--- config.mk ---
export PLATFORM = sky130hd
export DESIGN_NAME = aes_trace_sequencer
export DESIGN_NICKNAME = d
export VERILOG_FILES = /design/src/rtl/aes_trace_sequencer.sv
export SDC_FILE = /design/constraint.sdc
export NUM_CORES = 2
export LEC_CHECK = 0
export CAP_MARGIN = 0
export CORE_AREA = 8 8 301 303
export CTS_BUF_LIST = sky130_fd_sc_hd__clkbuf_2
export DETAILED_ROUTE_END_ITERATION = 7
export DIE_AREA = 0 0 309 311
export PLACE_DENSITY = 0.69
export SLEW_MARGIN = 20
export SYNTH_ARGS = -nofsm -noshare
export SYNTH_HDL_FRONTEND = slang
export SYNTH_SLANG_ARGS = --single-unit
--- constraint.sdc ---
create_clock -name AES_clk -period 27.3 [get_ports AES_clk]
set_clock_uncertainty 0.05 [all_clocks]
set_input_delay 5.46 -clock AES_clk [delete_from_list [all_inputs] [get_ports AES_clk]]
set_output_delay 5.46 -clock AES_clk [all_outputs]
set_load 0.02 [all_outputs]
--- src/rtl/aes_trace_sequencer.sv ---
// Trace-campaign sequencer for AES_top: issues NUM_TRACES encryptions under a
// fixed key, each in an AES_en window plus idle gap, and returns tagged ciphertexts.
module aes_trace_sequencer #(
    parameter int           NUM_TRACES = 200,
    parameter int           EN_CYCLES  = 51,
    parameter int           GAP_CYCLES = 15,
    parameter logic [127:0] LFSR_SEED  = 128'h000000c8_00000000_00000000_00000000,
    parameter int           IDX_W      = 16
) (
    input  logic             AES_clk,
    input  logic             AES_rst,
    input  logic             start,
    input  logic             mode,
    input  logic [127:0]     fixed_pt,
    input  logic [127:0]     key_in,
    output logic             AES_en,
    output logic [127:0]     AES_data_in,
    output logic [127:0]     AES_key_in,
    input  logic [127:0]     AES_data_out,
    input  logic             AES_data_out_valid,
    output logic             trig,
    output logic             res_valid,
    output logic [127:0]     res_data,
    output logic [IDX_W-1:0] res_idx,
    output logic             res_fixed,
    output logic             busy,
    output logic             done,
    output logic             timeout_err
);

    localparam int CNT_MAX = (EN_CYCLES > GAP_CYCLES) ? EN_CYCLES : GAP_CYCLES;
    localparam int CNT_W   = $clog2(CNT_MAX + 1);

    typedef enum logic [2:0] {IDLE, LOAD, RUN, GAP, DONE} state_t;

    state_t             state, state_nxt;
    logic [CNT_W-1:0]   cnt;
    logic [IDX_W-1:0]   idx;
    logic               mode_r;
    logic [127:0]       fixed_r;
    logic [127:0]       lfsr;
    logic [127:0]       lfsr_next;
    logic               captured;
    logic               run_end;
    logic               gap_end;
    logic               last_trace;
    logic               use_fixed;
    logic               take;

    // Galois step for x^128 + x^7 + x^2 + x + 1
    assign lfsr_next  = {lfsr[126:0], 1'b0} ^ ({128{lfsr[127]}} & 128'h87);

    assign run_end    = (state == RUN) && (cnt == CNT_W'(EN_CYCLES - 1));
    assign gap_end    = (state == GAP) && (cnt == CNT_W'(GAP_CYCLES - 1));
    assign last_trace = (idx == IDX_W'(NUM_TRACES - 1));
    assign use_fixed  = mode_r & ~idx[0];
    // First valid in the RUN+GAP window wins; later strobes are dropped
    assign take       = ((state == RUN) || (state == GAP)) && AES_data_out_valid && !captured;

    always_ff @(posedge AES_clk or posedge AES_rst) begin
        if (AES_rst) state <= IDLE;
        else         state <= state_nxt;
    end

    // AES_en/trig are decoded from the state register so reset drops them at once
    always_comb begin
        state_nxt = state;
        AES_en    = 1'b0;
        trig      = 1'b0;
        busy      = 1'b0;
        done      = 1'b0;
        case (state)
            IDLE: if (start) state_nxt = LOAD;
            LOAD: begin
                busy      = 1'b1;
                state_nxt = RUN;
            end
            RUN: begin
                busy   = 1'b1;
                AES_en = 1'b1;
                trig   = (cnt == '0);
                if (run_end) state_nxt = GAP;
            end
            GAP: begin
                busy = 1'b1;
                if (gap_end) state_nxt = last_trace ? DONE : LOAD;
            end
            DONE: begin
                done = 1'b1;
                if (start) state_nxt = LOAD;
            end
            default: state_nxt = IDLE;
        endcase
    end

    always_ff @(posedge AES_clk or posedge AES_rst) begin
        if (AES_rst) begin
            cnt         <= '0;
            idx         <= '0;
            mode_r      <= 1'b0;
            fixed_r     <= '0;
            lfsr        <= LFSR_SEED;
            captured    <= 1'b0;
            AES_data_in <= '0;
            AES_key_in  <= '0;
            res_valid   <= 1'b0;
            res_data    <= '0;
            res_idx     <= '0;
            res_fixed   <= 1'b0;
            timeout_err <= 1'b0;
        end else begin
            res_valid <= 1'b0;
            case (state)
                IDLE, DONE: begin
                    if (start) begin
                        mode_r      <= mode;
                        fixed_r     <= fixed_pt;
                        AES_key_in  <= key_in;
                        timeout_err <= 1'b0;
                        idx         <= '0;
                        lfsr        <= LFSR_SEED;
                    end
                end
                LOAD: begin
                    AES_data_in <= use_fixed ? fixed_r : lfsr;
                    if (!use_fixed) lfsr <= lfsr_next;
                    cnt         <= '0;
                    captured    <= 1'b0;
                end
                RUN: cnt <= run_end ? '0 : cnt + CNT_W'(1);
                GAP: begin
                    cnt <= cnt + CNT_W'(1);
                    if (gap_end) begin
                        cnt <= '0;
                        if (!captured && !take) timeout_err <= 1'b1;
                        if (!last_trace) idx <= idx + IDX_W'(1);
                    end
                end
                default: ;
            endcase
            if (take) begin
                captured  <= 1'b1;
                res_valid <= 1'b1;
                res_data  <= AES_data_out;
                res_idx   <= idx;
                res_fixed <= use_fixed;
            end
        end
    end

endmodule

[Yosys cells after proc, flatten, opt, wreduce, memory -nomap -nowiden]
Cells that the tools add are included.
Word-level totals
  register bits: 686
  latch bits: 0
  memory bits (writable): 0
  bits in read-only memories: 0
  input port bits: 389
  word-level logic and storage cells: 80
  memories kept: 0
Cells by class
  $add $sub $neg: 2
  $mul: 0
  div/mod/pow operators: 0
  magnitude comparators: 0
  eq/ne operators: 13
  shifts and indexed selects: 0
  mux-type cells: 27
  bitwise operators: 3
  reductions and logical operators: 21
Operators by type and width (number)
  128-bit 2-to-1 mux: 3
  128-bit case mux with 2 select lines: 1
  128-bit by 8-bit XOR with 128-bit output: 1
  16-bit 2-to-1 mux: 3
  16-bit case mux with 2 select lines: 1
  6-bit case mux with 3 select lines: 1
  16-bit by 1-bit adder with 16-bit output (second input constant): 1
  16-bit by 8-bit == test with 1-bit output (second input constant): 1
  3-bit 2-to-1 mux: 4
  6-bit 2-to-1 mux: 2
  3-bit case mux with 4 select lines: 1
  1-bit 2-to-1 mux: 10
  2-bit inequality test (second input constant): 4
  4-bit AND reduction: 2
  6-bit by 1-bit adder with 6-bit output (second input constant): 1
  3-bit by 2-bit == test with 1-bit output (second input constant): 2
  6-bit by 4-bit == test with 1-bit output (second input constant): 1
  6-bit == test (second input constant): 1
  6-bit logical NOT: 1
  3-bit AND reduction: 2
  2-bit nonzero test: 3
  1-bit logical AND: 5
  2-bit by 1-bit inequality test with 1-bit output (second input constant): 2
  3-bit by 1-bit == test with 1-bit output (second input constant): 1
  11 further kinds: 12

[Depth between registers and ports, before layout]
  depth after elaboration: 9
  depth in mapped cells: 9
  mapped depth without buffers: 6

[Worst setup path after synthesis]
Ideal clock, no wire load.
  kind: flip-flop to output port
  start point: register state[2]
  end point: output trig
  arrival time: 1.275 ns
  required time: 21.790 ns
  slack: 20.515 ns
  cell stages (with the launch flop): 4
  buffers on the path: 0
  path through: dfrtp_1 -> nand2b_1 -> nor2_1 -> and3_1
Between the ends
  cells in the longest elaborated chain, start to end: 2
Ends and longest elaborated chain
  start, declared: RTL line 36  | state_t state, state_nxt;
  start signal, assigned: RTL line 62  | else state <= state_nxt;
  3-bit by 2-bit == test with 1-bit output: RTL line 72  | case (state)
  1-bit 2-to-1 mux: RTL line 72
  end, declared: RTL line 21  | output logic trig,
No other way between the ends.

[Worst setup path in the final report]
  start point: register state[0]
  end point: output busy
Between the ends
  cells in the longest elaborated chain, start to end: 3
  elaborated cells between the ends (all ways): 5
  classes of those cells: 3 x eq/ne; 1 x mux; 1 x reduce/logical
Ends and longest elaborated chain
  3-bit by 2-bit == test with 1-bit output / 3-bit by 1-bit == test with 1-bit output (equally long branches): RTL line 72
  3-bit OR reduction (no line) (*)
  1-bit 2-to-1 mux (*): RTL line 72
  end, declared: RTL line 26  | output logic busy,
Mark *: on every way between the ends. The rest lies on a longest branch, timed or not.

==> flow_metrics.py <==
metrics = {
    "setup_path": {
        "r2r-start": "state[1]$_DFFE_PP0P_",
        "cp_max_fo": 10,
        "worstPathArrival_ns": 3.29,
        "critical_path_class": "flip-flop to primary output",
        "rr_worst_depth": 5,
        "rrSetupSlack_ns": 23.33,
        "max_stage_delay_ns": 0.70,
        "crit_path_start": "state[0]$_DFFE_PP0P_",
        "slowest_stage": "clkdlybuf4s50_1",
        "cp-end-kind": "primary output",
        "rr_endpoint": "res_data[106]$_DFFE_PP0P_",
        "cp-endpoint": "busy",
        "startpoint_type": "flip-flop",
        "critPathRequiredTime_ns": 21.79,
        "crit_chain": "nor2_1, or2_2, inv_1, clkdlybuf4s50_1",
    },
    "clock_network": {
        "clk_path_buf_depth": 3,
        "cts_sinks": 686,
        "cts_tree": "built",
        "path_clk_slew_ns": 0.10,
        "root_buffer": "clkbuf_2",
        "clkLatencyLatePin_ns": 1.42,
        "cts_resized": 0,
        "postCtsSetupBuffers": 0,
        "ctsHoldBuffers": 0,
        "cts_made_buffers": 183,
        "htree_levels": 4,
    },
    "grt": {
        "grt_pass1_wl_microns": 143600,
        "grt_max_degree": 182,
        "grtUsageTotal_pct": 19.48,
        "grt_overflow": 0,
        "grt_pass1_vias": 23030,
        "antenna_found_initial": 26,
    },
    "yosys": {
        "ys_warn_count": 0,
        "syn-num-nets": 3079,
        "avgSynthCellArea_sq_um": 10.24,
        "synth_top_flop_cell": "dfrtp_1",
        "synthArstFlopShare_pct": 100.0,
        "syn_area_sq_um": 27510,
        "ys_types": 51,
        "synth_seq_cells": 686,
        "ys_seq_area_share_pct": 62.41,
        "postSynthCellCount": 2686,
        "synth-edff-count": 0,
    },
    "sta": {
        "fin_crit_sh_pct": 32.23,
        "fin_tns_setup_ns": 0,
        "setup_violations": 0,
        "maxSlewViolCount": 0,
        "finalHoldViolations": 0,
        "final.min_clock_period_ns": 8.798,
        "rsz0062_at_grt": "no",
        "slew_headroom_pct": 23.78,
        "tightest_slew_ns": 1.143,
        "max_freq_mhz": 113.7,
    },
    "min_path": {
        "min_path_type": "flip-flop to flip-flop",
        "hp-start": "lfsr[4]$_DFFE_PP0P_",
    },
    "final_layout": {
        "drive_above_1_share_pct": 13.39,
        "final_common_cell": "nand2_1",
        "multiInputGateArea_sq_um": 9509,
        "fin_nets": 3913,
        "fillers": 8311,
        "final-seq-area_sq_um": 17170,
        "syn2layout_area_growth_pct": 38.18,
        "layout_common_cells": "nand2_1 (1167), clkdlybuf4s50_1 (795), dfrtp_1 (683)",
    },
    "route": {
        "viasPerCell": 4.618,
        "drc": 0,
        "firstDrtPassIters": 5,
        "drt-total-wl_microns": 96510,
        "detail-route-antenna-nets": 0,
        "dr_total_vias": 22280,
        "routedWlPerCell_microns": 20.00,
        "drt-initial-drc-count": 1424,
    },
    "placed_design": {
        "hpwl_microns": 68580,
        "place.gp.congestion": 0.8703,
        "port_buffers": 795,
    },
    "die": {
        "ioPinCount": 796,
        "die_width_microns": 309,
        "die_area_sq_um": 96100,
        "core_sq_um": 85940,
        "rows": 108,
        "die_h_microns": 311,
        "start_util_pct": 32.01,
    },
    "power": {
        "power.density_nw_per_um2": 116.1,
        "max-vdd-ir-drop_mv": 0.06836,
        "leakage_nw": 18.06,
        "p_total_mw": 4.412,
    },
    "outcome": {
        "status": "complete, no violations",
    },
    "flow_run": {
        "maxCapViolCount": 0,
    },
}
-- cells in the mapped netlist (all sizes together), types with 3 or more instances --
cell type | number | area [sq um]
a21oi | 9 | 45.04
a31oi | 4 | 25.02
and3 | 4 | 25.02
and4 | 3 | 26.28
buf | 82 | 484.2
clkbuf | 88 | 331.6
dfrtp | 683 | 17090
dfstp | 3 | 78.83
ha | 4 | 50.05
inv | 13 | 48.80
mux2 | 146 | 1644
mux2i | 136 | 1361
nand2 | 1168 | 4384
nand3 | 139 | 745.7
nand4 | 7 | 43.79
nor2 | 5 | 26.27
nor3 | 3 | 15.01
nor4 | 6 | 52.55
o21ai | 142 | 710.7
o22ai | 3 | 18.77
o31ai | 4 | 30.03
or2 | 5 | 31.28
or4 | 3 | 22.52
xnor2 | 3 | 26.28
-- power by group --
group | internal, mW | total [mW] | switching [mW]
logic | 0.862 | 1.84 | 0.974
registers | 1.50 | 1.85 | 0.354
clock network | 0.287 | 0.725 | 0.438
total | 2.64 | 4.41 | 1.77
-- layer usage --
layer | part of all wire [%] | vias to the layer above | global-route usage [%]
li1 | - | 10500 | -
met1 | 41 | 10740 | 23.89
met2 | 46 | 848 | 30.22
met3 | 9.9 | 187 | 7.992
met4 | 3.2 | 8 | 8.043
met5 | 0.060 | - | 0
-- cells by family (layout without fill, tap and decap cells) --
family / count (synthesis) / in the layout / share of synthesized area [%]
AND/OR/NAND/NOR: 1358 / 1358 / 19.99
buffers and inverters: 183 / 1148 / 3.142
XOR/XNOR: 4 / 4 / 0.1274
multiplexers: 282 / 282 / 10.92
AO/OA/AOI/OAI: 169 / 169 / 3.233
other: 0 / 19 / 0
adder cells (fa/ha/maj): 4 / 4 / 0.1819
flip-flops: 686 / 686 / 62.41
-- sequential cells by signal, indices dropped and copies added, names as in the netlist --
signal / flops
AES_data_in: 128
captured: 1
idx: 16
cnt: 6
timeout_err: 1
lfsr: 128
AES_key_in: 128
res_data: 128
res_idx: 16
res_valid: 1
state: 3
res_fixed: 1
mode_r: 1
fixed_r: 128
-- how the worst min path moves through the flow --
stage | endpoint | depth (start not counted)
after global placement | lfsr[103]$_DFFE_PP1P_ | 2
after global routing | lfsr[5]$_DFFE_PP0P_ | 2
after detailed placement | AES_key_in[28]$_DFFE_PP0P_ | 2
after CTS | lfsr[5]$_DFFE_PP0P_ | 2
after floorplan | mode_r$_DFFE_PP0P_ | 2
final | lfsr[5]$_DFFE_PP0P_ | 2
-- per-stage QoR --
stage	cell area (sq um)	instances	hold WS (ns)	utilization (%)	worst slack (ns)
6_report	38020	4825	0.3771	44.24	18.50
4_1_cts	37960	4806	0.4032	44.17	18.22
3_5_place_dp	36340	4490	0.4107	42.29	17.09
5_1_grt	38010	4821	0.4321	44.22	18.14
3_3_place_gp	36340	4490	0.4063	42.29	17.14
2_1_floorplan	27510	2686	0.3879	-	2.562
-- cell type report --
cell class	instances	area share, %
flip-flops and latches	686	45.16
multi-input cells	1817	25.01
repair buffers	819	21.49
well taps	1155	3.801
clock buffers	276	3.633
clock inverters	40	0.6253
inverters	13	0.1481
diodes	19	0.1251
-- worst max-delay path: cells and delay by family, from the launching register on --
family                 cells  cell delay, ns
flip-flops                 1            0.54
AND/OR/NAND/NOR            2            0.53
buffers and inverters      2            0.80
Note: power is estimated with default switching activity, not from simulation.
